$ cat src/rtl/riscv_defs.sv
// Shared RV64I pipeline definitions: widths, bubble encoding, fetch states.
package riscv_defs;

  localparam int XLEN = 64;

  localparam logic [31:0]     NOP_INST = 32'h0000_0013;  // addi x0,x0,0
  localparam logic [XLEN-1:0] RESET_PC = '0;

  typedef enum logic {
    ST_RUN    = 1'b0,
    ST_HALTED = 1'b1
  } fetch_state_e;

  // One IF/ID pipeline register entry
  typedef struct packed {
    logic [XLEN-1:0] pc;
    logic [31:0]     inst;
    logic            valid;
  } ifid_t;

endpackage

$ cat src/rtl/fetch_stage_ifid_reg.sv
// IF/ID pipeline register: hold keeps contents, flush loads a bubble
// (pc passes through so the bubble still carries a meaningful address).
module ifid_reg
  import riscv_defs::*;
(
  input  logic  clk,
  input  logic  reset,
  input  logic  hold,
  input  logic  flush,
  input  ifid_t d,
  output ifid_t q
);

  // Flush outranks hold so a redirect always clears the slot
  always_ff @(posedge clk) begin
    if (reset) begin
      q.pc    <= '0;
      q.inst  <= NOP_INST;
      q.valid <= 1'b0;
    end else if (flush) begin
      q.pc    <= d.pc;
      q.inst  <= NOP_INST;
      q.valid <= 1'b0;
    end else if (!hold) begin
      q <= d;
    end
  end

endmodule

$ cat src/rtl/fetch_stage.sv
// RV64I instruction-fetch stage: PC, run/halt FSM, fetch counter, IF/ID reg.
module fetch_stage
  import riscv_defs::*;
#(
  parameter logic [XLEN-1:0] RESET_PC_P = RESET_PC,
  parameter int              IMEM_BYTES = 168
) (
  input  logic            clk,
  input  logic            reset,
  input  logic            stall,
  input  logic            branch_taken,
  input  logic [XLEN-1:0] branch_target,
  output logic [XLEN-1:0] inst_addr,
  input  logic [31:0]     inst,
  output logic [XLEN-1:0] ifid_pc,
  output logic [31:0]     ifid_inst,
  output logic            ifid_valid,
  output logic            halted,
  output logic [31:0]     fetch_count
);

  localparam logic [XLEN-1:0] LAST_ADDR = XLEN'(IMEM_BYTES - 4);

  fetch_state_e    state, state_next;
  logic [XLEN-1:0] pc, pc_next;
  logic [31:0]     cnt_next;
  logic            in_range;
  logic            ifid_hold, ifid_flush;
  ifid_t           ifid_d, ifid_q;

  assign in_range  = (pc <= LAST_ADDR) && (pc[1:0] == 2'b00);
  // Memory never sees an address outside the populated range
  assign inst_addr = in_range ? pc : '0;

  // State, PC and counter registers
  always_ff @(posedge clk) begin
    if (reset) begin
      state       <= ST_RUN;
      pc          <= RESET_PC_P;
      fetch_count <= '0;
    end else begin
      state       <= state_next;
      pc          <= pc_next;
      fetch_count <= cnt_next;
    end
  end

  // Next-state and IF/ID control: branch > stall > halted hold > run fetch
  always_comb begin
    state_next = state;
    pc_next    = pc;
    cnt_next   = fetch_count;
    ifid_hold  = 1'b0;
    ifid_flush = 1'b0;
    ifid_d     = '{pc: pc, inst: inst, valid: 1'b1};
    if (branch_taken) begin
      state_next = ST_RUN;
      pc_next    = branch_target & ~XLEN'(3);  // force word alignment
      ifid_flush = 1'b1;
    end else if (stall) begin
      ifid_hold = 1'b1;
    end else if (state == ST_HALTED) begin
      // keep re-presenting the last PC as a bubble
      ifid_flush = 1'b1;
      ifid_d.pc  = ifid_q.pc;
    end else if (!in_range) begin
      state_next = ST_HALTED;
      ifid_flush = 1'b1;
    end else begin
      pc_next  = pc + XLEN'(4);
      cnt_next = fetch_count + 32'd1;
    end
  end

  ifid_reg u_ifid (
    .clk   (clk),
    .reset (reset),
    .hold  (ifid_hold),
    .flush (ifid_flush),
    .d     (ifid_d),
    .q     (ifid_q)
  );

  assign ifid_pc    = ifid_q.pc;
  assign ifid_inst  = ifid_q.inst;
  assign ifid_valid = ifid_q.valid;
  assign halted     = (state == ST_HALTED);

endmodule

$ cat config.mk
export PLATFORM = sky130hd
export DESIGN_NAME = fetch_stage
export DESIGN_NICKNAME = d
export VERILOG_FILES = /design/src/rtl/riscv_defs.sv /design/src/rtl/fetch_stage_ifid_reg.sv /design/src/rtl/fetch_stage.sv
export SDC_FILE = /design/constraint.sdc
export NUM_CORES = 1
export LEC_CHECK = 0
export BUFFER_PORTS_ARGS = -buffer_cell sky130_fd_sc_hd__buf_2
export CELL_PAD_IN_SITES_DETAIL_PLACEMENT = 1
export CELL_PAD_IN_SITES_GLOBAL_PLACEMENT = 1
export CORE_MARGIN = 2
export CORE_UTILIZATION = 36
export DETAILED_ROUTE_END_ITERATION = 16
export HOLD_SLACK_MARGIN = 0.12
export PLACE_DENSITY = 0.85
export RECOVER_POWER = 100
export SLEW_MARGIN = 20
export SYNTH_ARGS = -nofsm -noshare
export SYNTH_HDL_FRONTEND = slang
export SYNTH_SLANG_ARGS = --single-unit
export TNS_END_PERCENT = 5
$ cat constraint.sdc
create_clock -name clk -period 4.6 [get_ports clk]
set_input_delay 1.38 -clock clk [delete_from_list [all_inputs] [get_ports clk]]
set_output_delay 1.38 -clock clk [all_outputs]
set_load 0.02 [all_outputs]
# --- Word-level counts from Yosys, hierarchy flattened ---
# Cells that the tools add are included.
totals:
  register_bits: 194
  latch_bits: 0
  ram_bits: 0
  rom_bits: 0
  in_bits: 100
  output_inout_bits: 194
  mem_count: 0
op_classes:
  n_addsub: 2
  n_mul: 0
  n_div: 0
  n_lt_le_gt_ge: 1
  n_eq_ne: 3
  shifts: 0
  n_mux: 16
  n_bitwise: 3
  reduce_logical: 8
op_table:
  columns: ["operator", "n"]
  rows:
  - ["two-way mux 64 bit", 8]
  - ["two-way mux 97 bit", 2]
  - ["adder 64 x 3 -> 64 bit, second input constant", 1]
  - ["<= comparator 64 x 8 -> 1 bit, second input constant", 1]
  - ["adder 32 x 1 -> 32 bit, second input constant", 1]
  - ["two-way mux 1 bit", 6]
  - ["AND reduction 3 bit", 2]
  - ["inequality test 2 bit, second input constant", 2]
  - ["AND reduction 4 bit", 1]
  - ["OR reduction 2 bit", 2]
  - ["NOT 1 bit", 3]
  - ["zero test 2 bit", 1]
  - ["inequality test 2 x 1 -> 1 bit, second input constant", 1]
  - ["nonzero test 2 bit", 1]
  - ["logical AND 1 bit", 1]

# --- Longest topological paths before layout ---
logic_depth:
  depth_word: 7
  depth_mapped: 9

# --- By module ---
# Synthesis repeated with hierarchy kept, for this count alone.
unflattened:
  cells_unflattened: 972
  hier_area_um2: 9535.4
by_module_without_submodules:
  columns: ["module", "instances", "cells_each", "area_each_um2", "seq_area_each_um2"]
  rows:
  - ["fetch_stage", 1, 572, 5217.5, 1901.8]
  - ["ifid_reg", 1, 400, 4317.9, 1941.9]

# --- Worst setup path before layout ---
# OpenSTA, ideal clock, no wires.
synth_path:
  kind: "input to register"
  start: "in branch_taken"
  end: "reg fetch_count[28]"
  setup_time_ns: 0.070
  arrival_ns: 3.666
  path_slack_ns: 0.863
  cell_stages: 7
  n_path_buf: 2
  path_cell_list: "buf_6 or4b_1 buf_2 or4_4 or4_1 or4_1 a21oi_1"
synth_between:
  elab_chain_len: 2
synth_rtl:
  columns: ["item", "line", "source"]
  rows:
  - ["start: declaration", "fetch_stage.sv:11", "input logic branch_taken,"]
  - ["NOT 1 bit (no line)", null, null]
  - ["AND reduction 4 bit (no line)", null, null]
  - ["end signal: assignment", "fetch_stage.sv:44", "fetch_count <= cnt_next;"]
  - ["end: declaration", "fetch_stage.sv:19", "output logic [31:0] fetch_count"]
# No other way between the ends.
# A chain may end at the register's enable or synchronous reset.

# --- Worst setup path after layout ---
layout_path:
  start: "reg pc[46]"
  end: "out inst_addr[5]"
layout_between:
  elab_chain_len: 3
layout_rtl:
  columns: ["item", "line", "source"]
  rows:
  - ["start: declaration", "fetch_stage.sv:25", "logic [XLEN-1:0] pc, pc_next;"]
  - ["start signal: assignment", "fetch_stage.sv:43", "pc <= pc_next;"]
  - ["<= comparator 64 x 8 -> 1 bit", "fetch_stage.sv:31", "assign in_range = (pc <= LAST_ADDR) && (pc[1:0] == 2'b00);"]
  - ["logical AND 1 bit", "fetch_stage.sv:31", null]
  - ["two-way mux 64 bit", "fetch_stage.sv:33", "assign inst_addr = in_range ? pc : '0;"]
  - ["end: declaration", "fetch_stage.sv:13", "output logic [XLEN-1:0] inst_addr,"]
# No other way between the ends.

==> results.sh <==
export IMPL_routed_top_layer="met5"
export IMPL_powerDensity_nw_per_um2=373
export IMPL_root_buffer="clkbuf_16"
export IMPL_yosysSeqAreaShare_pct=47.2
export IMPL_yosys_area_top_type="dfxtp_1"
export IMPL_mappedNetlistArea_um2=8140
export IMPL_cts_inserted_buffers=17
export IMPL_peakVddDrop_v=0.000207
export IMPL_clock_skew_ns=0.0167
export IMPL_min_period_ns=4.15
export IMPL_timing_rr_start="pc[2]"
export IMPL_first_iter_violations=255
export IMPL_cp_end_kind="primary output"
export IMPL_tritoncts="yes"
export IMPL_synthMostInstantiatedCell="dfxtp_1"
export IMPL_tightestPinTransition_ns=2.13
export IMPL_drc_errors=0
export IMPL_fillers=2789
export IMPL_grt_overflow_total=0
export IMPL_finalNetCount=1233
export IMPL_hold_viol=0
export IMPL_wl_met1_um=9960
export IMPL_synth_cell_types=46
export IMPL_dpl_hpwl_um=16800
export IMPL_vias=7390
export IMPL_critPathLaunch="pc[46]"
export IMPL_ys_ff_latch=192
export IMPL_cts_resized=0
export IMPL_grt_pass1_vias=7218
export IMPL_synth_top_area_share_pct=47.2
export IMPL_antenna_found_initial=3
export IMPL_dieArea_um2=23800
export IMPL_totalPowerFinal_mw=3.64
export IMPL_num_io_pins=294
export IMPL_cp_start_kind="flip-flop"
export IMPL_wl_per_cell_um=16.7
export IMPL_drt_wl_total_um=23900
export IMPL_grt_pass1_wl_um=37100
export IMPL_path_cells="nor4_1 -> nand4_1 -> nor4_1 -> and3_1 -> buf_2"
export IMPL_reg2regPathDepth=8
export IMPL_viasPerCell=5.17
export IMPL_seq_area_um2=3840
export IMPL_max_stage_delay_ns=0.83
export IMPL_fmax_mhz=241
export IMPL_required_ns=3.22
export IMPL_r2r_end="pc[3]"
export IMPL_firstDrtPassIters=4
export IMPL_setup_viol_count_final=0
export IMPL_gp_congestion=0.768
export IMPL_ys_flop_type="dfxtp_1"
export IMPL_path_common_cell="nor4_1"
export IMPL_htreeDepth=4
export IMPL_final_antenna_net_count=0
export IMPL_clk_pin_slew_worst_paths_ns=0.08
export IMPL_leakage_nw=3.82
export IMPL_layout_worst_path_cycle_share_pct=90.2
export IMPL_synth_commonest_cells="192 x dfxtp_1, 137 x nand2_1, 97 x nor2_1"
export IMPL_drv_cap=4
export IMPL_start_util_pct=36.3
export IMPL_worst_path_max_fanout=5
export IMPL_hold_buffers=0
export IMPL_area_growth_pct=19.9
export IMPL_port_buffers=233
export IMPL_regToRegSetupSlack_ns=0.78
export IMPL_status="complete, but fails checks"
export IMPL_crit_end="inst_addr[5]"
export IMPL_synth_edf_count=0
export IMPL_hold_path_class="flip-flop to flip-flop"
export IMPL_rsz0062_at_grt="no"
export IMPL_synth_cells=930
export IMPL_slew_viol_final=275
export IMPL_ys_warn_count=0
export IMPL_clock_sinks=192
export IMPL_violations="capacitance limit, slew limit"
export IMPL_async_reset_ff_share_pct=0
export IMPL_timing_setup_critical_path_class="flip-flop to primary output"
export IMPL_grt_total_usage_pct=19.3
export IMPL_synth_area_leaders="dfxtp_1 47%, mux2i_1 11%, nand2_1 6.3%"
export IMPL_tns_ns=0
export IMPL_slew_headroom_pct=-42.0
export IMPL_row_count=55
export IMPL_postCtsSetupBuffers=0
export IMPL_drive_above_1_share_pct=13.6
export IMPL_clk_path_buf_depth=2
export IMPL_clk_latency_ns=0.44
export IMPL_grt_max_degree=85
export IMPL_dieHeight_um=154
export IMPL_route_met3_wl_um=1560
export IMPL_dieWidth_um=154
export IMPL_cpMaxStageDelayCell="nor4_1"
export IMPL_syn_area_per_cell_um2=8.75
export IMPL_met2WireLength_um=11800
export IMPL_crit_arrival_ns=2.77
export IMPL_multi_input_area_um2=3810
export IMPL_coreArea_um2=22400
placed cells by master (no fill, tap or decap), types with 9 or more instances in the layout:
cell type / netlist / layout
dfxtp_1: 192 / 192
nand2_1: 137 / 137
clkbuf_1: 58 / 134
buf_2: 1 / 99
nor2_1: 97 / 96
a21oi_1: 89 / 89
mux2i_1: 87 / 87
conb_1: 1 / 58
nor4_1: 24 / 24
or4_1: 23 / 23
nand3_1: 18 / 18
o31ai_1: 18 / 18
clkbuf_16: 0 / 17
nand4_1: 16 / 16
nor3_1: 14 / 14
inv_1: 9 / 9
metrics by stage:
stage	instances	hold slack (ns)	setup WS, ns	instance area (µm²)	util (%)
after detailed placement	1395	0.443	0.611	9340	41.6
after CTS	1427	0.454	0.553	9940	44.3
after global routing	1428	0.476	0.274	9750	43.5
final	1429	0.453	0.450	9750	43.5
after global placement	1394	0.431	0.600	9310	41.5
after floorplan	987	0.448	0.863	8350	-
where the power goes:
group | internal, mW | leakage [nW] | total, mW | switching, mW
Sequential | 1.72 | 1.57 | 1.77 | 0.0486
Clock | 0.749 | 0.291 | 1.49 | 0.742
Combinational | 0.127 | 1.96 | 0.376 | 0.250
Total | 2.60 | 3.82 | 3.64 | 1.04
layout make-up:
cell class | instances | area share, %
multi-input combinational | 663 | 39.0
antenna | 2 | 0.0513
timing repair buffer | 246 | 11.3
clock inverter | 14 | 1.65
clock buffer | 18 | 4.50
inverter | 9 | 0.346
sequential | 192 | 39.4
tap | 285 | 3.66
sequential cells by signal (all words and copies together), names as in the netlist:
name and cells:
u_ifid.q 97, pc 62, fetch_count 32, halted 1
how the worst min path moves through the flow:
stage,start,endpoint,cells past startpoint
after detailed placement,u_ifid.q[71],u_ifid.q[71],2
after global routing,u_ifid.q[47],u_ifid.q[47],2
after floorplan,pc[10],u_ifid.q[43],2
final,u_ifid.q[71],u_ifid.q[71],2
after global placement,u_ifid.q[0],u_ifid.q[0],2
after CTS,u_ifid.q[71],u_ifid.q[71],2
cell families after synthesis:
logic type / synth area share (%)
other: 0.0461
buffers and inverters: 8.87
flip-flops: 47.2
adder cells (fa/ha/maj): 0.615
AO/OA/AOI/OAI: 10.9
AND/OR/NAND/NOR: 21.3
multiplexers: 11.0
metal layers:
metal  GRT usage (%)  vias up
li1                -     3549
met1            22.7     3596
met2            32.7      207
met3            6.33       34
met4            7.28        4
met5               0        -
worst max-delay path, delay by kind of cell, from the launching register on:
kind / cells / cell delay, ns
buffers and inverters: 1 / 0.18
DFF: 1 / 0.33
and+or+nand+nor: 4 / 1.82
(Power assumes the default switching activity.)
